**config.mk**
```make
export PLATFORM = sky130hd
export DESIGN_NAME = instr_queue
export DESIGN_NICKNAME = d
export VERILOG_FILES = /design/src/rtl/instr_queue.sv
export SDC_FILE = /design/constraint.sdc
export NUM_CORES = 1
export LEC_CHECK = 0
export CORE_UTILIZATION = 30
export CTS_CLUSTER_SIZE = 25
export DETAILED_ROUTE_END_ITERATION = 8
export PLACE_DENSITY = 0.57
export SLEW_MARGIN = 30
export SYNTH_ARGS = -nofsm -noshare
export SYNTH_HDL_FRONTEND = slang
export SYNTH_SLANG_ARGS = --single-unit
```
**constraint.sdc**
```tcl
create_clock -name clk_i -period 4.1 [get_ports clk_i]
set_input_delay 1.025 -clock clk_i [delete_from_list [all_inputs] [get_ports clk_i]]
set_output_delay 1.025 -clock clk_i [all_outputs]
set_load 0.03 [all_outputs]
```
**src/rtl/instr_queue.sv**
```systemverilog
// Instruction queue between the instruction selector and decode: a DEPTH-entry
// circular FIFO of {instr, pc} with NOP/0 presented on the head while empty.
package mmm_pkg;
    localparam int ILEN = 32;
    localparam int XLEN = 32;
    localparam logic [ILEN-1:0] NOP_INSTR = 32'h0000_0013;

    typedef struct packed {
        logic [ILEN-1:0] instr;
        logic [XLEN-1:0] pc;
    } iq_entry_t;
endpackage

module instr_queue
    import mmm_pkg::*;
#(
    parameter int DEPTH = 4
) (
    input  logic                     clk_i,
    input  logic                     rst_n_i,
    input  logic                     flush_i,
    input  logic [ILEN-1:0]          instr_i,
    input  logic [XLEN-1:0]          pc_i,
    input  logic                     valid_i,
    output logic                     ready_o,
    output logic [ILEN-1:0]          instr_o,
    output logic [XLEN-1:0]          pc_o,
    output logic                     valid_o,
    input  logic                     ready_i,
    output logic [$clog2(DEPTH):0]   count_o
);
    localparam int PW = $clog2(DEPTH);
    localparam int CW = PW + 1;

    iq_entry_t         r_mem [DEPTH];
    logic [PW-1:0]     r_wptr;
    logic [PW-1:0]     r_rptr;
    logic [CW-1:0]     r_count;
    logic              w_push;
    logic              w_pop;
    iq_entry_t         w_head;

    // Handshakes depend only on registered occupancy: no full or empty bypass.
    assign ready_o = (r_count < CW'(DEPTH));
    assign valid_o = (r_count != '0);
    assign w_push  = valid_i && ready_o;
    assign w_pop   = valid_o && ready_i;
    assign count_o = r_count;

    // NOTE: sequential state uses non-blocking assignments so every register
    // samples pre-edge values; reset is sampled synchronously here.
    always_ff @(posedge clk_i) begin
        if (!rst_n_i) begin
            r_wptr  <= '0;
            r_rptr  <= '0;
            r_count <= '0;
        end else if (flush_i) begin
            r_wptr  <= '0;
            r_rptr  <= '0;
            r_count <= '0;
        end else begin
            // Pointers wrap naturally because DEPTH is a power of two.
            if (w_push) r_wptr <= r_wptr + 1'b1;
            if (w_pop)  r_rptr <= r_rptr + 1'b1;
            unique case ({w_push, w_pop})
                2'b10:   r_count <= r_count + 1'b1;
                2'b01:   r_count <= r_count - 1'b1;
                default: r_count <= r_count;
            endcase
        end
    end

    // NOTE: storage has no reset; stale slots are never visible because the
    // head is masked to NOP/0 whenever the queue is empty.
    always_ff @(posedge clk_i) begin
        if (w_push) begin
            r_mem[r_wptr] <= '{instr: instr_i, pc: pc_i};
        end
    end

    // NOTE: defaults first so the combinational head mux cannot infer a latch.
    always_comb begin
        w_head  = r_mem[r_rptr];
        instr_o = NOP_INSTR;
        pc_o    = '0;
        if (valid_o) begin
            instr_o = w_head.instr;
            pc_o    = w_head.pc;
        end
    end
endmodule

```
==> impl_metrics.tcl <==
set metrics [dict create \
    status "complete, no violations" \
    root_buffer "clkbuf_16" \
    die_w_um 186 \
    synth_top_family_by_area "multiplexers" \
    synth_area_um2 10200 \
    cts_sinks 265 \
    yosys.area_share.simple_pct 4.99 \
    syn_nets 534 \
    maxSlewHeadroom_pct 59.9 \
    grt_overflow 0 \
    grt_usage_pct 12.0 \
    rsz0062_at_grt "false" \
    drive_gt1_share_pct 18.6 \
    synthAdderAreaFrac_pct 0.810 \
    synth_mux_area_share_pct 14.2 \
    firstDrtPassIters 4 \
    layout_commonest_cell "edfxtp_1" \
    finalNetCount 688 \
    synth_compound_area_share_pct 0.319 \
    finClkSkew_ns 0.0207 \
    grt_antenna_before_repair 2 \
    p_leak_uw 0.00406 \
    setup_violations 0 \
    syn_inst 459 \
    path_clk_slew_ns 0.06 \
    final_cells 1083 \
    finalHoldViolCount 0 \
    cts_buffers 28 \
    grt_pass1_wl_um 32000 \
    finalCritPeriodShare_pct 91.7 \
    clock_path_buffers 3 \
    postSynthAreaPerCell_um2 22.2 \
    worst_path_largest_cell_delay_ns 0.61 \
    drtAntennaViolNets 0 \
    initial_core_util_pct 30.5 \
    routed_via_density 4.44 \
    core-area_um2 33400 \
    yosys_warnings 0 \
    insertion_delay_ns 0.54 \
    cts_resized 0 \
    synthXorXnorAreaFrac_pct 0.344 \
    total_power_uw 5830 \
    vias 4811 \
    peakVddDrop_uv 270 \
    maxSlewViolCount 0 \
    cp.arrival_ns 2.73 \
    post-cts-setup-buffers 0 \
    final_cell_mix "edfxtp_1 (256), clkdlybuf4s50_1 (137), mux4_2 (64), nor2b_1 (47), clkbuf_16 (28)" \
    io_buffers 137 \
    htreeDepth 1 \
    grt_max_degree 42 \
    required_ns 3.07 \
    drcViolationCount 0 \
    fin_tns_setup_ns 0 \
    slowest_stage "clkdlybuf4s50_1" \
    ys_ff_latch 265 \
    cap_viol_max_count 0 \
    hold_ws_ns 0.491 \
    cts_tree "built" \
    fin_crit_ns 3.76 \
    cp_max_fo 20 \
    tightest_slew_ns 0.600 \
    ys_seq_area_share_pct 77.1 \
    worstSetupPathType "reg2out" \
    drtIter0Drc 205 \
    die_h_um 186 \
    wl_per_cell_um 19.0 \
    grt_pass1_vias 5478 \
    hold_path_class "reg2reg" \
    area_growth_pct 27.1 \
    synth.distinct_cells 27 \
    gp_congestion 0.659 \
    p_per_area_nw_per_um2 450 \
    io-pin-count 138 \
    dpl.cell_count 1031 \
    worstSetupStartpointType "register" \
    wirelength_um 20600 \
    critPathCaptureType "primary output" \
    dp_hpwl_um 12200 \
    rows 67 \
    nFillCells 3018 \
    die-area_um2 34700 \
    holdBufCountCts 0 \
    worstPathCellList "buf_4 -> mux4_2 -> nor2b_1 -> clkdlybuf4s50_1" \
    fmax_mhz 266 \
]
-- where the power goes --
group	internal, uW	switching (uW)	leakage, uW
registers	3040	18.5	0.00243
clock network	1320	970	0.000415
logic	226	248	0.00122
total	4590	1240	0.00406
-- flip-flops by register name, summed over array words and instances, names as in the netlist, named ones only --
register  flops
r_rptr        2
r_wptr        2
count_o       3
r_mem       256
-- worst max-delay path: cells and delay by family, from the launching register on --
family                 cells  cell delay, ns
and+or+nand+nor            1            0.16
DFF                        1            0.44
buffers and inverters      2            1.02
muxes                      1            0.57
-- area by class of cell --
type / count / area, um^2 / area share, %
well taps: 448 / 561 / 4.32
clock buffers: 40 / 786 / 6.06
inverters: 9 / 33.8 / 0.261
repair buffers: 147 / 1520 / 11.7
flip-flops and latches: 265 / 7880 / 60.7
multi-input cells: 162 / 2130 / 16.4
clock inverters: 11 / 58.8 / 0.454
diodes: 1 / 2.50 / 0.0193
-- logic make-up after synthesis --
kind of cell    after synthesis
fa+ha+maj                     6
buf+inv                      32
xor+xnor                      4
simple gates                 81
flops                       265
compound gates                6
mux                          65
-- cell usage after synthesis --
library cell | number | area (um^2)
and2b_1 | 15 | 113
fa_1 | 1 | 20.0
o21ai_0 | 2 | 10.0
o31ai_1 | 1 | 7.51
and2_1 | 4 | 25.0
nor3_2 | 1 | 10.0
xnor2_1 | 1 | 8.76
inv_1 | 9 | 33.8
nor2_1 | 7 | 26.3
or2_1 | 3 | 18.8
nor2b_1 | 47 | 294
edfxtp_1 | 256 | 7690
buf_2 | 6 | 30.0
clkbuf_1 | 8 | 30.0
xor2_1 | 3 | 26.3
nand2_1 | 1 | 3.75
buf_4 | 1 | 7.51
nand2b_1 | 1 | 6.26
mux2i_1 | 1 | 10.0
buf_6 | 3 | 33.8
dfxtp_1 | 9 | 180
ha_1 | 5 | 62.6
or3_1 | 2 | 12.5
clkbuf_2 | 1 | 5.00
a21oi_1 | 3 | 15.0
mux4_2 | 64 | 1440
buf_12 | 4 | 80.1
-- per-stage QoR --
stage                     utilization (%)  instance area (um^2)  setup WS [ns]
final                                38.8                 13000          0.341
after global placement               36.2                 12100          0.814
after floorplan                         -                 10200          0.761
after CTS                            38.8                 13000          0.254
after detailed placement             36.2                 12100          0.772
after global routing                 38.8                 13000          0.191
-- routing by layer --
layer	track usage, %	share of wire [%]	vias to the layer above
li1	-	-	2157
met1	14.9	43	2510
met2	20.7	50	118
met3	3.07	5.7	26
met4	3.12	1.6	0
met5	0	0	-
-- final timing paths --
kind	from	to	slack [ns]	cells past startpoint
hold reg to reg	r_rptr[1]$_SDFFE_PP0P_	register	0.49	2
hold / removal	r_rptr[1]$_SDFFE_PP0P_	register	0.49	2
setup / recovery	register	instr_o[26]	0.34	4
setup reg to reg	count_o[2]$_SDFFE_PP0P_	count_o[2]$_SDFFE_PP0P_	1.91	8
Note: power is estimated with default switching activity, not from simulation.
